==> src/rtl/elevator_pkg.sv <==
// Shared types and helpers for the SCAN elevator controller.
// ELEV_ESTOP_EN adds the emergency-stop port and HALT state.
package elevator_pkg;

  typedef enum logic [1:0] {
    IDLE   = 2'd0,
    MOVING = 2'd1,
    DOOR   = 2'd2,
    HALT   = 2'd3
  } state_t;

  localparam logic DIR_UP   = 1'b1;
  localparam logic DIR_DOWN = 1'b0;

  // Width able to index n distinct values, never below one bit.
  function automatic int fw_of(input int n);
    return (n > 2) ? $clog2(n) : 1;
  endfunction

endpackage

==> src/rtl/elevator_scan_ctrl_if.sv <==
// Call inputs and car status outputs of the elevator controller.
// ELEV_ESTOP_EN adds the estop signal to both modports.
interface elevator_scan_ctrl_if
  import elevator_pkg::*;
#(
  parameter int NUM_FLOORS = 5
);
  localparam int FW = fw_of(NUM_FLOORS);

  logic [NUM_FLOORS-1:0] call_req;
`ifdef ELEV_ESTOP_EN
  logic                  estop;
`endif
  logic [FW-1:0]         current_floor;
  logic [NUM_FLOORS-1:0] floor_onehot;
  logic                  dir_up;
  logic                  moving;
  logic                  door_open;
  logic [NUM_FLOORS-1:0] pending;

  modport master (
`ifdef ELEV_ESTOP_EN
    output estop,
`endif
    output call_req,
    input  current_floor, floor_onehot, dir_up, moving, door_open, pending
  );

  modport slave (
`ifdef ELEV_ESTOP_EN
    input  estop,
`endif
    input  call_req,
    output current_floor, floor_onehot, dir_up, moving, door_open, pending
  );

endinterface

==> src/rtl/elevator_call_reg.sv <==
// Outstanding-call bitmask with clear-over-set priority, plus
// any-above / any-below reductions relative to the car position.
module elevator_call_reg
  import elevator_pkg::*;
#(
  parameter int NUM_FLOORS = 5,
  parameter int FW         = fw_of(NUM_FLOORS)
) (
  input  logic                  clk,
  input  logic                  rst_n,
  input  logic [NUM_FLOORS-1:0] call_req,
  input  logic [NUM_FLOORS-1:0] clr,
  input  logic [FW-1:0]         cur_floor,
  output logic [NUM_FLOORS-1:0] pending,
  output logic                  any_above,
  output logic                  any_below
);

  always_ff @(posedge clk) begin
    if (!rst_n) pending <= '0;
    else        pending <= (pending | call_req) & ~clr;
  end

  always_comb begin
    any_above = 1'b0;
    any_below = 1'b0;
    for (int i = 0; i < NUM_FLOORS; i++) begin
      if (pending[i] && (FW'(i) > cur_floor)) any_above = 1'b1;
      if (pending[i] && (FW'(i) < cur_floor)) any_below = 1'b1;
    end
  end

endmodule

==> src/rtl/elevator_scan_ctrl.sv <==
// Single-car SCAN elevator controller: hop timing, door dwell, direction.
// ELEV_ESTOP_EN enables the estop input and the HALT freeze state.
module elevator_scan_ctrl
  import elevator_pkg::*;
#(
  parameter int NUM_FLOORS    = 5,
  parameter int TRAVEL_CYCLES = 4,
  parameter int DOOR_CYCLES   = 3
) (
  input  logic clk,
  input  logic rst_n,
  elevator_scan_ctrl_if.slave bus
);

  localparam int FW   = fw_of(NUM_FLOORS);
  localparam int TMAX = (TRAVEL_CYCLES > DOOR_CYCLES) ? TRAVEL_CYCLES : DOOR_CYCLES;
  localparam int TW   = fw_of(TMAX);

  state_t                state;
  logic [TW-1:0]         timer;
  logic [FW-1:0]         cur_floor;
  logic [NUM_FLOORS-1:0] onehot;
  logic                  dir_up;
  logic                  moving;
  logic                  door_open;
  logic [NUM_FLOORS-1:0] pending;
  logic [NUM_FLOORS-1:0] clr;
  logic                  any_above;
  logic                  any_below;
  logic [FW-1:0]         nxt;
  logic                  at_end;
  logic                  go_up;
`ifdef ELEV_ESTOP_EN
  state_t                saved_state;
`endif

  elevator_call_reg #(
    .NUM_FLOORS (NUM_FLOORS),
    .FW         (FW)
  ) u_calls (
    .clk       (clk),
    .rst_n     (rst_n),
    .call_req  (bus.call_req),
    .clr       (clr),
    .cur_floor (cur_floor),
    .pending   (pending),
    .any_above (any_above),
    .any_below (any_below)
  );

  assign nxt    = dir_up ? cur_floor + FW'(1) : cur_floor - FW'(1);
  assign at_end = dir_up ? (nxt == FW'(NUM_FLOORS - 1)) : (nxt == '0);
  // Keep heading while calls remain ahead, otherwise turn around.
  assign go_up  = dir_up ? any_above : !any_below;

  // Clear the serviced floor on the DOOR entry edge and for the whole dwell.
  always_comb begin
    clr = '0;
    case (state)
      IDLE:    if (pending[cur_floor]) clr[cur_floor] = 1'b1;
      MOVING:  if (timer == '0 && pending[nxt]) clr[nxt] = 1'b1;
      DOOR:    clr[cur_floor] = 1'b1;
      default: clr = '0;
    endcase
`ifdef ELEV_ESTOP_EN
    if (bus.estop) clr = '0;
`endif
  end

  always_ff @(posedge clk) begin
    if (!rst_n) begin
      state     <= IDLE;
      timer     <= '0;
      cur_floor <= '0;
      onehot    <= NUM_FLOORS'(1);
      dir_up    <= DIR_UP;
      moving    <= 1'b0;
      door_open <= 1'b0;
`ifdef ELEV_ESTOP_EN
      saved_state <= IDLE;
`endif
    end else
`ifdef ELEV_ESTOP_EN
    if (bus.estop && state != HALT) begin
      saved_state <= state;
      state       <= HALT;
      moving      <= 1'b0;
      door_open   <= 1'b0;
    end else
`endif
    begin
      case (state)
        IDLE: begin
          if (pending[cur_floor]) begin
            state     <= DOOR;
            timer     <= TW'(DOOR_CYCLES - 1);
            door_open <= 1'b1;
          end else if (any_above || any_below) begin
            state  <= MOVING;
            timer  <= TW'(TRAVEL_CYCLES - 1);
            moving <= 1'b1;
            dir_up <= go_up ? DIR_UP : DIR_DOWN;
          end
        end
        MOVING: begin
          if (timer == '0) begin
            cur_floor <= nxt;
            onehot    <= NUM_FLOORS'(1) << nxt;
            if (pending[nxt]) begin
              state     <= DOOR;
              timer     <= TW'(DOOR_CYCLES - 1);
              moving    <= 1'b0;
              door_open <= 1'b1;
            end else if (at_end) begin
              state  <= IDLE;
              moving <= 1'b0;
            end else begin
              timer <= TW'(TRAVEL_CYCLES - 1);
            end
          end else begin
            timer <= timer - TW'(1);
          end
        end
        DOOR: begin
          if (timer == '0) begin
            state     <= IDLE;
            door_open <= 1'b0;
          end else begin
            timer <= timer - TW'(1);
          end
        end
`ifdef ELEV_ESTOP_EN
        HALT: begin
          if (!bus.estop) begin
            state     <= saved_state;
            moving    <= (saved_state == MOVING);
            door_open <= (saved_state == DOOR);
          end
        end
`endif
        default: state <= IDLE;
      endcase
    end
  end

  assign bus.current_floor = cur_floor;
  assign bus.floor_onehot  = onehot;
  assign bus.dir_up        = dir_up;
  assign bus.moving        = moving;
  assign bus.door_open     = door_open;
  assign bus.pending       = pending;

endmodule

==> src/flat_wrapper.sv <==
// flat-port wrapper written by rule: the top's interface ports become plain ports
module elevator_scan_ctrl_flat import elevator_pkg::*;
#(
  parameter int NUM_FLOORS    = 5,
  parameter int TRAVEL_CYCLES = 4,
  parameter int DOOR_CYCLES   = 3
)
  (clk, rst_n, bus_call_req, bus_current_floor, bus_floor_onehot, bus_dir_up, bus_moving, bus_door_open, bus_pending);
  elevator_scan_ctrl_if #(.NUM_FLOORS(NUM_FLOORS)) bus_i ();
  input  logic clk;
  input  logic rst_n;
  input wire logic [$bits(bus_i.call_req)-1:0] bus_call_req;
  output wire logic [$bits(bus_i.current_floor)-1:0] bus_current_floor;
  output wire logic [$bits(bus_i.floor_onehot)-1:0] bus_floor_onehot;
  output wire logic [$bits(bus_i.dir_up)-1:0] bus_dir_up;
  output wire logic [$bits(bus_i.moving)-1:0] bus_moving;
  output wire logic [$bits(bus_i.door_open)-1:0] bus_door_open;
  output wire logic [$bits(bus_i.pending)-1:0] bus_pending;
  assign bus_i.call_req = bus_call_req;
  assign bus_current_floor = bus_i.current_floor;
  assign bus_floor_onehot = bus_i.floor_onehot;
  assign bus_dir_up = bus_i.dir_up;
  assign bus_moving = bus_i.moving;
  assign bus_door_open = bus_i.door_open;
  assign bus_pending = bus_i.pending;
  elevator_scan_ctrl #(.NUM_FLOORS(NUM_FLOORS), .TRAVEL_CYCLES(TRAVEL_CYCLES), .DOOR_CYCLES(DOOR_CYCLES)) u_core (.clk(clk), .rst_n(rst_n), .bus(bus_i));
endmodule
==> config.mk <==
export PLATFORM = sky130hd
export DESIGN_NAME = elevator_scan_ctrl_flat
export DESIGN_NICKNAME = d
export VERILOG_FILES = /design/src/rtl/elevator_pkg.sv /design/src/rtl/elevator_scan_ctrl_if.sv /design/src/rtl/elevator_call_reg.sv /design/src/rtl/elevator_scan_ctrl.sv /design/src/flat_wrapper.sv
export SDC_FILE = /design/constraint.sdc
export NUM_CORES = 1
export LEC_CHECK = 0
export CAP_MARGIN = 20
export CORE_MARGIN = 10
export CORE_UTILIZATION = 30
export CTS_BUF_LIST = sky130_fd_sc_hd__clkbuf_16
export CTS_CLUSTER_SIZE = 40
export DETAILED_ROUTE_END_ITERATION = 8
export PLACE_DENSITY = 0.52
export RECOVER_POWER = 25
export SLEW_MARGIN = 15
export SYNTH_ARGS = -nofsm -noshare
export SYNTH_HDL_FRONTEND = slang
export SYNTH_SLANG_ARGS = --single-unit
==> constraint.sdc <==
create_clock -name clk -period 5.8 [get_ports clk]
set_input_delay 1.16 -clock clk [delete_from_list [all_inputs] [get_ports clk]]
set_output_delay 1.16 -clock clk [all_outputs]
set_load 0.01 [all_outputs]
==> flow_summary.toml <==
[placed_design]
place_inst = 237
gp_congestion = 0.836
dp_hpwl_mm = 2.84
portBuffers = 22

[logic_synthesis]
yosysUniqueCellTypes = 50
synth_mux_area_frac = 0.0719
yosys.area_share.simple = 0.187
ys_ff_latch = 20
synth_area_um2 = 1390
synth-xor-area-share = 0.0324
synth_compound_area_frac = 0.265
synth_edf_count = 0
yosysSeqAreaShare = 0.288
yosys.area_share.adder = 0.0899
synth_top_family_by_area = "compound AO/OA/AOI/OAI gates"
syn_inst = 171
yosys_most_used_dff = "dfxtp_1"
yosysWarnings = 0
async_reset_ff_frac = 0
avgSynthCellArea_um2 = 8.14
syn-num-nets = 188

[clock_network]
cts_setup_buffers = 0
numCtsBuffers = 3
cts-root-buf = "clkbuf_16"
insertion_delay_ns = 0.25
cts_tree = "built"
clk_pin_slew_worst_paths_ns = 0.06
clock_sinks = 20
hold_buffers = 0
htreeDepth = 1
cts_buffer_depth = 2
cts_resized = 0

[die]
die_area_um2 = 7760
fp.dieH_um = 88.1
fp.dieW_um = 88.1
core_um2 = 4410
rows = 24
num_io_pins = 23
start_util = 0.315

[layout]
antennaDiodeCount = 0
area_delta_synth_final_pct = 23.7
drive_gt1_frac = 0.0582
fillCellCount = 461
area.sequential_um2 = 400
nets = 207
instances_no_fill = 241
multi_input_area_um2 = 900

[drt]
vias = 1321
wl_per_cell_um = 15.7
dr.first_iter.drc_count = 93
drc = 0
drt_first_pass_iters = 4
ant_nets = 0
avgViaCountPerCell = 5.48
wl_mm = 3.79

[grt]
gr-usage-all-layers = 0.102
gr-total-overflow = 0
grt_first_pass_wirelength_mm = 6.44
grt_max_degree = 23
grt_pass1_vias = 1302
antenna_found_initial = 0

[sta]
holdWs_ns = 0.469
slew_violations = 0
tns_ns = 0
post-route-period-util = 0.577
min_period_ns = 3.35
finalHoldViolCount = 0
worstMarginPinSlew_ns = 0.763
final-setup-viol-count = 0
fmax_mhz = 299
rsz0062_at_grt = "false"
slew_headroom = 0.491
skew_ns = 0.00169

[worst_setup_path]
worst-path-max-fanout = 22
r2r_slack_ns = 2.45
crit_type = "reg -> reg"
cp_data_arrival_time_ns = 3.49
end_kind = "register"
cp_data_required_time_ns = 5.95
start_kind = "register"

[power_and_ir_drop]
pwr-share-clk = 0.217
switching_share = 0.407
seqPwrFrac = 0.303
p_int_uw = 399
ir_drop_v = 0.000161
p_per_area_nw_per_um2 = 391
combPwrFrac = 0.481
power_leakage_nw = 0.642
p_switching_uw = 274
fin_total_pwr_uw = 673

[worst_hold_path]
hold_class = "reg -> reg"

[run_status]
run_status = "finished, final reports clean"

[flow_run]
drv_cap = 0
==> worst max-delay path, stage by stage, from the launching register on <==
cell and delay, ns:
dfxtp_1 0.81, inv_1 0.34, ha_1 0.46, xor2_1 0.40
mux2_2 0.41, mux2i_4 0.26, a31oi_2 0.15, and2_1 0.18
o221a_1 0.22
==> through the flow <==
stage,util,setup slack (ns),instance area [um2]
3_3_place_gp,0.372,2.62,1640
6_report,0.390,2.45,1720
4_1_cts,0.390,2.50,1720
2_1_floorplan,-,2.79,1390
3_5_place_dp,0.372,2.53,1640
5_1_grt,0.390,2.21,1720
==> path summary, 6_finish.rpt <==
| kind | end | from | depth (start not counted) |
|---|---|---|---|
| setup / recovery | u_core.state[1]$_SDFFE_PN0P_ | u_core.bus.current_floor[0]$_SDFFE_PN0P_ | 8 |
| hold / removal | u_core.timer[1]$_SDFFE_PN0P_ | u_core.timer[1]$_SDFFE_PN0P_ | 2 |
| setup reg to reg | u_core.state[1]$_SDFFE_PN0P_ | u_core.bus.current_floor[0]$_SDFFE_PN0P_ | 8 |
| hold reg to reg | u_core.timer[1]$_SDFFE_PN0P_ | u_core.timer[1]$_SDFFE_PN0P_ | 2 |
==> cells by family after synthesis <==
family | Yosys count
AOI/OAI and AO/OA | 54
and+or+nand+nor | 53
buffers and inverters | 23
DFF | 20
adders and majority gates | 10
muxes | 8
xor gates and xnor gates | 3
==> registers in the layout, summed over array words and instances (netlist names) <==
signal                    count
u_core.bus.floor_onehot       5
u_core.u_calls.pending        5
u_core.bus.current_floor      3
u_core.state                  2
u_core.timer                  2
u_core.bus.dir_up             1
u_core.bus.door_open          1
u_core.bus.moving             1
==> cell usage after synthesis, drive strengths merged, types with 4 or more instances <==
cell | instances | area [um2]
a21oi | 15 | 75.1
mux2i | 5 | 66.3
nand3 | 4 | 20.0
clkbuf | 6 | 22.5
a311oi | 5 | 43.8
ha | 10 | 125
nor2 | 16 | 60.1
o21ai | 10 | 50.1
a31oi | 4 | 31.3
nor3 | 4 | 20.0
dfxtp | 20 | 400
nand2 | 13 | 48.8
nor4 | 4 | 25.0
inv | 14 | 52.6
==> layer usage <==
layer,up-vias,GRT usage,wire [um]
li1,665,-,-
met1,616,0.134,1890
met2,36,0.157,1610
met3,4,0.0316,247
met4,0,0.0300,38
met5,-,0,0
==> cell type report <==
cell class / count / area share
multi-input cells: 128 / 0.523
flip-flops and latches: 20 / 0.233
repair buffers: 22 / 0.128
clock buffers: 3 / 0.0436
well taps: 52 / 0.0378
inverters: 15 / 0.0327
clock inverters: 1 / 0.00218
==> power by group through the flow <==
stage               combinational [mW]  clock [mW]  sequential [mW]
finish                           0.323       0.146            0.204
floorplan                        0.238           0            0.198
global route                     0.369       0.159            0.210
detailed placement               0.326           0            0.206
CTS                              0.328       0.150            0.203
global placement                 0.324           0            0.205
==> cells in the final DEF (no fill, tap or decap), drive strengths merged, types with 3 or more instances in the layout <==
cell type / instances
nand2: 13
o21ai: 10
clkbuf: 3
a311oi: 5
nor3b: 3
a31oi: 4
nor4: 4
nor2: 16
nor3: 4
mux2i: 5
dfxtp: 20
ha: 10
nand3: 4
clkdlybuf4s50: 13
mux2: 3
dlygate4sd3: 9
a21oi: 15
inv: 14
Note: power is estimated with default switching activity, not from simulation.
